## src/rtl/alu_bist_pkg.sv

```systemverilog
// Shared constants for the ALU BIST: opcodes, LFSR/MISR polynomial and seeds, FSM states.
// Pure definitions; no latency and no flow control.
package alu_bist_pkg;

  localparam logic [4:0] OP_ADD = 5'd0;
  localparam logic [4:0] OP_SUB = 5'd1;
  localparam logic [4:0] OP_AND = 5'd2;
  localparam logic [4:0] OP_OR  = 5'd3;
  localparam logic [4:0] OP_SLL = 5'd4;
  localparam logic [4:0] OP_SRA = 5'd5;

  localparam logic [31:0] LFSR_POLY = 32'h80200003;
  localparam logic [31:0] SEED_A    = 32'hACE12345;
  localparam logic [31:0] SEED_B    = 32'h13579BDF;
  localparam logic [31:0] MISR_SEED = 32'hFFFFFFFF;

  typedef enum logic [1:0] {
    ST_IDLE    = 2'd0,
    ST_DRIVE   = 2'd1,
    ST_CAPTURE = 2'd2,
    ST_DONE    = 2'd3
  } state_t;

  // Left-shifting Galois step; the MISR uses the same feedback before folding in data.
  function automatic logic [31:0] galois_step(input logic [31:0] v);
    return {v[30:0], 1'b0} ^ (v[31] ? LFSR_POLY : 32'h0);
  endfunction

  function automatic logic [4:0] next_op(input logic [4:0] op);
    logic [4:0] n;
    case (op)
      OP_ADD:  n = OP_SUB;
      OP_SUB:  n = OP_AND;
      OP_AND:  n = OP_OR;
      OP_OR:   n = OP_SLL;
      OP_SLL:  n = OP_SRA;
      default: n = OP_ADD;
    endcase
    return n;
  endfunction

endpackage

```

## src/rtl/bist_lfsr32.sv

```systemverilog
// 32-bit Galois LFSR pattern source; load has priority over advance.
// New value visible one cycle after load/advance; no backpressure.
module bist_lfsr32
  import alu_bist_pkg::*;
(
  input  logic        clk,
  input  logic        rst_n,
  input  logic        load,
  input  logic [31:0] seed,
  input  logic        advance,
  output logic [31:0] state
);

  always_ff @(posedge clk or negedge rst_n) begin
    if (!rst_n) begin
      state <= '0;
    end else if (load) begin
      state <= seed;
    end else if (advance) begin
      state <= galois_step(state);
    end
  end

endmodule

```

## src/rtl/alu_bist.sv

```systemverilog
// ALU self-test: drives LFSR operands and cycling opcodes, compacts responses into a MISR.
// Two cycles per vector (drive, capture); start ignored while busy, abort wins over start.
module alu_bist
  import alu_bist_pkg::*;
(
  input  logic        clk,
  input  logic        rst_n,
  input  logic        start,
  input  logic        abort,
  input  logic [15:0] num_vectors,
  input  logic [31:0] golden_sig,
  output logic [31:0] data_operandA,
  output logic [31:0] data_operandB,
  output logic [4:0]  ctrl_ALUopcode,
  output logic [4:0]  ctrl_shiftamt,
  input  logic [31:0] data_result,
  input  logic        isNotEqual,
  input  logic        isLessThan,
  input  logic        overflow,
  output logic        busy,
  output logic        done,
  output logic        pass,
  output logic [31:0] signature,
  output logic [15:0] vec_count
);

  state_t      state;
  logic [15:0] num_q;
  logic [31:0] golden_q;
  logic        start_ok;
  logic        advance;
  logic        last_vec;
  logic        is_add_sub;
  logic        is_sub;
  logic [31:0] flag_word;
  logic [31:0] sig_next;

  assign start_ok = start && !abort && ((state == ST_IDLE) || (state == ST_DONE));
  assign advance  = (state == ST_CAPTURE) && !abort;

  bist_lfsr32 u_lfsr_a (
    .clk     (clk),
    .rst_n   (rst_n),
    .load    (start_ok),
    .seed    (SEED_A),
    .advance (advance),
    .state   (data_operandA)
  );

  bist_lfsr32 u_lfsr_b (
    .clk     (clk),
    .rst_n   (rst_n),
    .load    (start_ok),
    .seed    (SEED_B),
    .advance (advance),
    .state   (data_operandB)
  );

  assign ctrl_shiftamt = data_operandB[4:0];

  // Flags only carry meaning for the ops that define them; mask the rest so a
  // don't-care ALU flag cannot perturb the signature.
  assign is_add_sub = (ctrl_ALUopcode == OP_ADD) || (ctrl_ALUopcode == OP_SUB);
  assign is_sub     = (ctrl_ALUopcode == OP_SUB);
  assign flag_word  = {29'd0, overflow & is_add_sub, isLessThan & is_sub, isNotEqual & is_sub};
  assign sig_next   = galois_step(signature) ^ data_result ^ flag_word;

  // 17-bit compare so num_vectors = 0xFFFF terminates without the count wrapping.
  assign last_vec = ({1'b0, vec_count} + 17'd1) >= {1'b0, num_q};

  always_ff @(posedge clk or negedge rst_n) begin
    if (!rst_n) begin
      state          <= ST_IDLE;
      ctrl_ALUopcode <= OP_ADD;
      signature      <= MISR_SEED;
      vec_count      <= '0;
      num_q          <= '0;
      golden_q       <= '0;
      busy           <= 1'b0;
      done           <= 1'b0;
      pass           <= 1'b0;
    end else if (abort) begin
      state <= ST_IDLE;
      busy  <= 1'b0;
      done  <= 1'b0;
      pass  <= 1'b0;
    end else begin
      case (state)
        ST_IDLE, ST_DONE: begin
          if (start) begin
            num_q          <= num_vectors;
            golden_q       <= golden_sig;
            signature      <= MISR_SEED;
            vec_count      <= '0;
            ctrl_ALUopcode <= OP_ADD;
            if (num_vectors == 16'd0) begin
              state <= ST_DONE;
              busy  <= 1'b0;
              done  <= 1'b1;
              pass  <= (golden_sig == MISR_SEED);
            end else begin
              state <= ST_DRIVE;
              busy  <= 1'b1;
              done  <= 1'b0;
              pass  <= 1'b0;
            end
          end
        end
        ST_DRIVE: begin
          state <= ST_CAPTURE;
        end
        ST_CAPTURE: begin
          signature      <= sig_next;
          vec_count      <= vec_count + 16'd1;
          ctrl_ALUopcode <= next_op(ctrl_ALUopcode);
          if (last_vec) begin
            state <= ST_DONE;
            busy  <= 1'b0;
            done  <= 1'b1;
            pass  <= (sig_next == golden_q);
          end else begin
            state <= ST_DRIVE;
          end
        end
        default: begin
          state <= ST_IDLE;
          busy  <= 1'b0;
        end
      endcase
    end
  end

endmodule

```

## config.mk

```make
export PLATFORM = sky130hd
export DESIGN_NAME = alu_bist
export DESIGN_NICKNAME = d
export VERILOG_FILES = /design/src/rtl/alu_bist_pkg.sv /design/src/rtl/bist_lfsr32.sv /design/src/rtl/alu_bist.sv
export SDC_FILE = /design/constraint.sdc
export NUM_CORES = 1
export LEC_CHECK = 0
export ABC_AREA = 1
export BUFFER_PORTS_ARGS = -buffer_cell sky130_fd_sc_hd__buf_2
export CAP_MARGIN = 15
export CORE_ASPECT_RATIO = 1.4
export CORE_MARGIN = 2
export CORE_UTILIZATION = 45
export DETAILED_ROUTE_END_ITERATION = 8
export GPL_TIMING_DRIVEN = 0
export PLACE_DENSITY = 0.69
export SLEW_MARGIN = 25
export SYNTH_ARGS = -nofsm -noshare
export SYNTH_HDL_FRONTEND = slang
export SYNTH_HIERARCHICAL = 1
export SYNTH_SLANG_ARGS = --single-unit
```

## constraint.sdc

```tcl
create_clock -name clk -period 3.9 [get_ports clk]
set_clock_uncertainty 0.2 [all_clocks]
set_input_delay 0.39 -clock clk [delete_from_list [all_inputs] [get_ports clk]]
set_output_delay 0.39 -clock clk [all_outputs]
set_load 0.03 [all_outputs]
```

# Yosys cells after proc, flatten, opt, wreduce, memory -nomap -nowiden
# Cells that the tools add are included.
totals:
  reg_bits: 170
  inputBits: 87
  output_inout_bits: 125
  wordCells: 85
classes:
  add_sub_neg: 2
  order_cmp: 1
  eq_ne: 12
  muxes: 34
  bitwise: 9
  reduce_logical: 16
op_table:
  columns: ["cell", "count"]
  rows:
  - ["32-bit two-way mux", 8]
  - ["32-bit bitwise XOR", 4]
  - ["32-bit case mux with 2 select lines", 1]
  - ["32-bit == test", 1]
  - ["32-bit == test (second input constant)", 1]
  - ["16-bit case mux with 2 select lines", 1]
  - ["32-bit by 3-bit bitwise XOR with 32-bit output", 1]
  - ["16-bit by 1-bit adder with 17-bit output (second input constant)", 1]
  - ["17-bit by 16-bit >= comparator with 1-bit output", 1]
  - ["16-bit by 1-bit adder with 16-bit output (second input constant)", 1]
  - ["16-bit zero test", 1]
  - ["16-bit two-way mux", 1]
  - ["3-bit case mux with 5 select lines", 1]
  - ["1-bit two-way mux", 12]
  - ["5-bit by 2-bit == test with 1-bit output (second input constant)", 2]
  - ["5-bit case mux with 2 select lines", 1]
  - ["3-bit AND reduction", 3]
  - ["2-bit two-way mux", 4]
  - ["3-bit != test (second input constant)", 2]
  - ["1-bit case mux with 2 select lines", 3]
  - ["2-bit case mux with 3 select lines", 1]
  - ["5-bit by 1-bit == test with 1-bit output (second input constant)", 1]
  - ["5-bit by 3-bit == test with 1-bit output (second input constant)", 1]
  - ["5-bit zero test", 1]
  - ["other kinds (13)", 20]

# Depth between registers and ports, before layout
# Gate-level depths: netlist of the first run.
logic_depth:
  depth_word: 8
  mapped_depth: 21
  depth_no_buf: 21

# Cells and area by module
# Netlist of the first run, hierarchy kept.
modules_own_cells:
  columns: ["module", "instances", "cells_each", "area_each_um2", "seq_area_each_um2"]
  rows:
  - ["alu_bist", 1, 874, 6236.0, 2642.5]
  - ["bist_lfsr32", 2, 186, 1455.1, 800.8]

# Worst setup path after synthesis of the first run
# OpenSTA, ideal clock, no wires.
synth_path:
  path_kind: "reg2reg"
  startpoint: "reg vec_count[0]"
  endpoint: "reg busy"
  setup_ns: 0.126
  t_arrival_ns: 2.737
  required_ns: 3.574
  slack_ns: 0.837
  path_stages_with_launch: 20
  path_buffers: 0
  synth_period_minus_slack_ns: 3.063
  path_cell_list: "dfrtp_1 > ha_1 > nand2_1 > nor2_2 > nand2_2 > or3_1 > xor2_1 > inv_1 > ha_1 > nand2_1 > nor2_1 > nand4_1 > nor2_1 > nand2_1 > nand3_1 > nand2_2 > nand2_2 > nand2_2 > nand2_1 > o21ai_0"
synth_via:
  elab_chain_len: 4
synth_rtl:
  columns: ["item", "line_no", "text"]
  rows:
  - ["start: declaration", "alu_bist.sv:24", "output logic [15:0] vec_count"]
  - ["start signal: assignment", "alu_bist.sv:114", "vec_count <= vec_count + 16'd1;"]
  - ["16-bit by 1-bit adder with 17-bit output", "alu_bist.sv:69", "assign last_vec = ({1'b0, vec_count} + 17'd1) >= {1'b0, num_q};"]
  - ["17-bit by 16-bit >= comparator with 1-bit output", "alu_bist.sv:69", null]
  - ["3-bit != test (no line)", null, null]
  - ["3-bit AND reduction (no line)", null, null]
  - ["end signal: assignment", "alu_bist.sv:79", "busy <= 1'b0;"]
  - ["end signal: assignment", "alu_bist.sv:84", "busy <= 1'b0;"]
  - ["end signal: assignment", "alu_bist.sv:98", "busy <= 1'b0;"]
  - ["end: declaration", "alu_bist.sv:20", "output logic busy,"]
# Every way passes these cells.
# A chain may end at the register's enable or synchronous reset.

# Final worst setup path of the first run
# Same ends and word-level chain as after synthesis.

==> flow_summary_export.csv, run 1 <==
group,metric,value,unit
critical_path,cp_num_buf_inv,1,
routing,wl_per_cell,13.6,um
die,die_area,21500,um2
power,internal_power,0.00462,W
sta,worstMarginPinSlew,0.696,ns
critical_path,crit_start,"vec_count[0]",
critical_path,worstPathRequired,4.00,ns
min_path,worstHoldPathType,"input pin to flip-flop",
synthesis,yosys-top-cells-area,"dfrtp_1, nand2_1, dfstp_2, inv_1, nand3_1",
synthesis,ys_types,34,
outcome,status,"completed",
synthesis,yosys_warnings,6,
power,total_power,0.00854,W
sta,rsz0062_at_grt,"false",
clock_tree,htree_levels,4,
sta,fin_crit,3.37,ns
finish,final_util,0.589,
synthesis,syn_area_per_cell,7.34,um2
power,peakVddDrop,0.498,mV
power,switching_share,0.459,
clock_tree,cts_tree,"done",
finish,syn2layout_area_growth,28.2,%
place,dpl_cell_area,10800,um2
critical_path,r2r_start,"vec_count[0]",
clock_tree,cts_buffers,17,
critical_path,arrival,3.48,ns
power,switchingPower,0.00392,W
clock_tree,cts_sinks,168,
finish,multiInputGateArea,4260,um2
finish,fin_nets,1680,
sta,finalHoldViolCount,0,
synthesis,async_reset_ff_frac,1.00,
die,start_util,0.459,
routing,drc,0,
place,dpl.hpwl,18.9,mm
sta,drv_slew,0,
synthesis,ys_seq_elements,168,
critical_path,cp.depth,19,
synthesis,syn_inst,1246,
sta,setup_viol,0,
finish,design_area,11700,um2
clock_tree,insertion_delay,0.43,ns
power,p_comb_frac,0.449,
global_routing,grt.total_usage,0.235,
critical_path,r2r_slack,0.53,ns
finish,fillCellCount,1912,
global_routing,antenna_found_initial,1,
critical_path,path_cells,"ha_1, nand2_1, nor2_2, nand2_2, or3_1, xor2_1, inv_1, ha_1, nand2_1, nor2_1, nand4_1, nor2_1, nand2_1, nand3_1, nand2_2, nand2_2, nand2_2, nand2_1, o21ai_0",
finish,drive_gt1_frac,0.210,
sta,relSlewSlack,0.536,
die,core,19900,um2
critical_path,crit_path_end_kind,"flip-flop",
critical_path,r2r_end,"busy",
synthesis,synth_top_area_cell,"dfrtp_1",
place,gp_congestion,0.850,
die,rows,61,
critical_path,critPathKind,"flip-flop to flip-flop",
routing,vias,8912,
finish,regArea,4240,um2
routing,first_iter_violations,449,
critical_path,critPathTopFamily,"simple AND/OR/NAND/NOR gates",
routing,vias_per_cell,4.85,
job,drv_cap,0,
critical_path,cp-start-kind,"flip-flop",
clock_tree,cts-root-buf,"clkbuf_16",
sta,fin_crit_sh,0.865,
power,clkPwrFrac,0.199,
synthesis,synth_edf_count,0,
global_routing,grt_pass1_vias,8698,
sta,fmax,296,MHz
sta,fin_tns_setup,0,ns
global_routing,grt_pass1_wl,41.7,mm
die,die-height,173,um
synthesis,yosys.area.top_type_share,0.372,
routing,routed_wl,25.1,mm
critical_path,endpoint,"busy",
global_routing,grt_max_degree,74,
power,p_leak,6.54,nW
place,dp_slack,0.540,ns
global_routing,grt_remaining_overflow,0,
critical_path,critPathMaxFanout,6,
synthesis,yosysSeqAreaShare,0.464,
synthesis,synth_ff_type,"dfrtp_1",
critical_path,max_stage_delay,0.49,ns
die,fp.dieW,124,um
clock_tree,path_clk_slew,0.07,ns
clock_tree,ctsResizeCount,0,
routing,first_pass_iters,5,
routing,ant_nets,0,
die,io_pins,212,
clock_tree,cts_buffer_depth,2,
sta,setup_slack,0.527,ns
power,p_seq_frac,0.352,
critical_path,crit_path_top_delay_cell,"dfrtp_1",
critical_path,timing.reg2reg.worst_path_depth,19,
synthesis,syn_area,9150,um2
place,portBuffers,209,
power,power.density,728,nW/um2
-- tightest hold or removal path, delay by kind of cell --
family | cells | cell delay [ns]
buf+inv | 1 | 0.10
compound gates | 1 | 0.06
simple gates | 1 | 0.05
-- metal layers --
metal,vias up,track usage,share of wire
met5,-,0,0
met4,0,0.0735,0.019
met2,243,0.415,0.50
met1,4152,0.291,0.42
li1,4485,-,-
met3,32,0.0439,0.055
-- Yosys cell counts, types with 3 or more instances --
master and number:
buf_2 23, xnor2_1 6, dfstp_2 32, xor2_1 12, nor4_1 5, nand2_1 490
nand4_1 12, nand3b_1 5, inv_1 162, nor2_1 56, inv_2 4, nor2_2 4
nand2_2 7, a21oi_1 30, nand3_1 116, ha_1 20, dfrtp_1 136, nor2_4 5
o22ai_1 8, a22oi_1 3, buf_4 13, o21ai_0 59, or3_1 3, nor3_1 4
clkbuf_1 10, a32oi_1 10
-- power groups by stage --
| stage | logic, W | registers (W) | clock network (W) |
|---|---|---|---|
| global placement | 0.00375 | 0.00301 | 0 |
| finish | 0.00383 | 0.00300 | 0.00170 |
| global route | 0.00426 | 0.00311 | 0.00181 |
| floorplan | 0.00187 | 0.00381 | 0 |
| CTS | 0.00387 | 0.00301 | 0.00173 |
| detailed placement | 0.00383 | 0.00303 | 0 |
-- stage by stage --
stage	cells	hold slack, ns
final	1839	0.0104
after global routing	1838	0.00955
after CTS	1838	0.00276
after detailed placement	1773	0.0890
after global placement	1771	0.257
after floorplan	1310	-0.106
-- layout make-up --
cell class | instances | share of cell area
antenna | 1 | 0.000213
buffer | 47 | 0.0223
clock buffer | 17 | 0.0363
clock inverter | 15 | 0.0132
inverter | 166 | 0.0531
multi-input combinational | 929 | 0.363
sequential | 168 | 0.362
tap | 252 | 0.0269
timing repair buffer | 244 | 0.123
-- state kept, by name, indices dropped and copies added (netlist names), 2 cells and up --
register,count
ctrl_ALUopcode,3
signature,32
u_lfsr_a/state,32
state,2
vec_count,16
u_lfsr_b/state,32
num_q,16
golden_q,32
-- cell families (layout without fill, tap and decap cells) --
family / after synthesis / in the layout / synth area share
simple gates: 707 / 707 / 0.321
buf+inv: 213 / 489 / 0.0967
flops: 168 / 168 / 0.464
compound gates: 118 / 118 / 0.0726
fa+ha+maj: 20 / 20 / 0.0274
xor+xnor: 18 / 18 / 0.0172
other cells: 2 / 67 / 0.000821
-- cells in the final DEF (no fill, tap or decap), drive strengths merged, types with 30 or more instances in the layout --
cell type and instances:
nand2 497, nor2 65, o21ai 62, dlygate4sd3 33, inv 175, dfrtp 136
conb 66, nand3 116, dfstp 32, a21oi 30, buf 248
-- worst min-delay path by stage --
stage | from | to | slack, ns | depth (start not counted)
2_1_floorplan | rst_n | busy | -0.11 | 0
3_3_place_gp | done | done | 0.26 | 2
3_5_place_dp | rst_n | golden_q[4] | 0.09 | 1
4_1_cts | golden_sig[31] | golden_q[31] | 0.003 | 3
5_1_grt | num_vectors[5] | num_q[5] | 0.01 | 3
6_report | num_vectors[6] | num_q[6] | 0.01 | 3
-- timing repair --
item,4_1_cts,5_1_grt
endpoints found under the hold margin,109,0
hold buffers,33,0
buffers inserted,0,0
Power figures use the tool's default switching activity.
==> run 2, diff against run 1 <==
--- a/config.mk
+++ b/config.mk
@@ -7,13 +7,13 @@
 export LEC_CHECK = 0
 export ABC_AREA = 1
 export BUFFER_PORTS_ARGS = -buffer_cell sky130_fd_sc_hd__buf_2
-export CAP_MARGIN = 15
 export CORE_ASPECT_RATIO = 1.4
 export CORE_MARGIN = 2
 export CORE_UTILIZATION = 45
 export DETAILED_ROUTE_END_ITERATION = 8
 export GPL_TIMING_DRIVEN = 0
 export PLACE_DENSITY = 0.69
+export RECOVER_POWER = 100
 export SLEW_MARGIN = 25
 export SYNTH_ARGS = -nofsm -noshare
 export SYNTH_HDL_FRONTEND = slang
==> run 2 against run 1 <==
The run now ends with max-capacitance violations, max-slew violations left. Hold slack better by 0.0071 ns. Die area stayed put. Register-to-register slack worse by 0.13 ns. Design area is 2.2% lower. Critical path depth is 8 lower. Via count is 0.17% lower. Cell count stayed put. Combinational power is 4% lower. Sequential cell count stayed put. Global-route usage stayed put. Clock power hardly changed. First-iteration DRC count is 1.6% lower. Critical endpoint is now u_lfsr_a/state[21]. Highest routed layer unchanged.
==> flow_summary_export.csv, run 2 (synthesized netlist as in run 1, its figures left out) <==
group,metric,value,unit
die,die_area,21500,um2
power,p_leak,6.10,nW
global_routing,antenna_found_initial,1,
routing,drc,0,
sta,rsz0062_at_grt,"false",
global_routing,grt_pass1_vias,8698,
min_path,worstHoldPathType,"input pin to flip-flop",
critical_path,crit_start,"state[0]",
critical_path,arrival,3.63,ns
clock_tree,htree_levels,4,
die,core,19900,um2
power,total_power,0.00836,W
clock_tree,path_clk_slew,0.08,ns
routing,vias,8897,
global_routing,grt_pass1_wl,41.7,mm
global_routing,grt_max_degree,74,
die,start_util,0.459,
sta,fin_crit_sh,0.899,
critical_path,r2r_start,"state[0]",
finish,syn2layout_area_growth,25.4,%
clock_tree,insertion_delay,0.42,ns
critical_path,critPathKind,"flip-flop to flip-flop",
sta,finalHoldViolCount,0,
critical_path,path_cells,"inv_1, ha_1, inv_1, nor3_1, clkbuf_1, clkbuf_1, buf_4, nor2_1, clkbuf_1, a21oi_1, nand2_1",
sta,relSlewSlack,-0.259,
global_routing,grt.total_usage,0.235,
place,dpl.hpwl,18.9,mm
finish,final_cell_mix,"nand2_1, inv_1, clkbuf_1, dfrtp_1, nand3_1",
finish,drive_gt1_frac,0.118,
sta,drv_slew,36,
sta,fmax,285,MHz
critical_path,cp-start-kind,"flip-flop",
sta,worstMarginPinSlew,1.89,ns
routing,first_pass_iters,5,
routing,vias_per_cell,4.84,
finish,fin_nets,1680,
place,gp_congestion,0.850,
routing,first_iter_violations,442,
outcome,status,"finished with violations",
sta,setup_viol,0,
clock_tree,cts_buffer_depth,2,
clock_tree,cts_sinks,168,
min_path,worstHoldStart,"num_vectors[6]",
job,drv_cap,1,
die,fp.dieW,124,um
clock_tree,ctsResizeCount,0,
global_routing,grt_remaining_overflow,0,
die,rows,61,
routing,wl_per_cell,13.6,um
routing,ant_nets,0,
sta,setup_slack,0.395,ns
critical_path,path_common_cell,"clkbuf_1",
critical_path,max_stage_delay,0.61,ns
die,die-height,173,um
critical_path,worstPathRequired,4.02,ns
power,peakVddDrop,0.477,mV
power,power.density,730,nW/um2
clock_tree,cts-root-buf,"clkbuf_16",
sta,fin_crit,3.51,ns
critical_path,crit_path_top_delay_cell,"clkbuf_1",
critical_path,cp_num_buf_inv,6,
critical_path,critPathMaxFanout,11,
die,io_pins,212,
clock_tree,cts_buffers,17,
finish,final_util,0.576,
finish,final_common_cell,"nand2_1",
outcome,failed_checks,"max-capacitance violations, max-slew violations",
clock_tree,cts_tree,"done",
critical_path,critPathTopFamily,"buffers and inverters",
critical_path,crit_path_end_kind,"flip-flop",
place,dp_slack,0.540,ns
place,portBuffers,209,
routing,routed_wl,25.0,mm
-- run 2: tightest hold or removal path: stages --
cell     delay, ns
buf_2         0.10
nand2_1       0.05
o21ai_0       0.06
-- run 2: routing by layer --
layer / track usage / routed length [um] / vias to the layer above
met5: 0 / 0 / -
met4: 0.0735 / 459 / 0
met3: 0.0439 / 1370 / 33
met2: 0.415 / 12700 / 234
met1: 0.291 / 10500 / 4142
li1: - / - / 4488
-- run 2: repair_timing --
action | in CTS | in global routing
endpoints found under the hold margin | 109 | 0
setup buffers | 0 | 0
hold buffers | 33 | 0
-- run 2: worst paths after layout --
path	endpoint	slack, ns	cells past startpoint
worst max-delay path	u_lfsr_a/state[21]	0.39	11
worst min-delay path	num_q[6]	0.02	3
worst max register to register	u_lfsr_a/state[21]	0.39	11
worst min register to register	done	0.28	2
max in group asynchronous	u_lfsr_b/state[20]	0.65	3
min in group asynchronous	golden_q[4]	0.82	2
-- run 2: where the power goes --
part / switching, W / internal [W] / total [W]
combinational: 0.00261 / 0.00105 / 0.00366
sequential: 0.000514 / 0.00250 / 0.00301
clock: 0.000782 / 0.000908 / 0.00169
total: 0.00391 / 0.00446 / 0.00836
-- run 2: layout make-up --
cell class | count | area [um2]
clock buffers | 17 | 425
well taps | 252 | 315
multi-input cells | 929 | 4230
flip-flops and latches | 168 | 4240
diodes | 1 | 2.50
fillers | 1991 | 8450
repair buffers | 244 | 1240
clock inverters | 15 | 155
inverters | 166 | 623
plain buffers | 47 | 230
-- run 2: through the flow --
stage | cell area (um2) | hold slack [ns] | TNS, ns | cells
2_1_floorplan | 9390 | -0.106 | 0 | 1310
3_3_place_gp | 10700 | 0.257 | -77.72 | 1771
3_5_place_dp | 10800 | 0.0890 | 0 | 1773
4_1_cts | 11700 | 0.00276 | 0 | 1838
5_1_grt | 11500 | 0.00955 | 0 | 1838
6_report | 11500 | 0.0175 | 0 | 1839
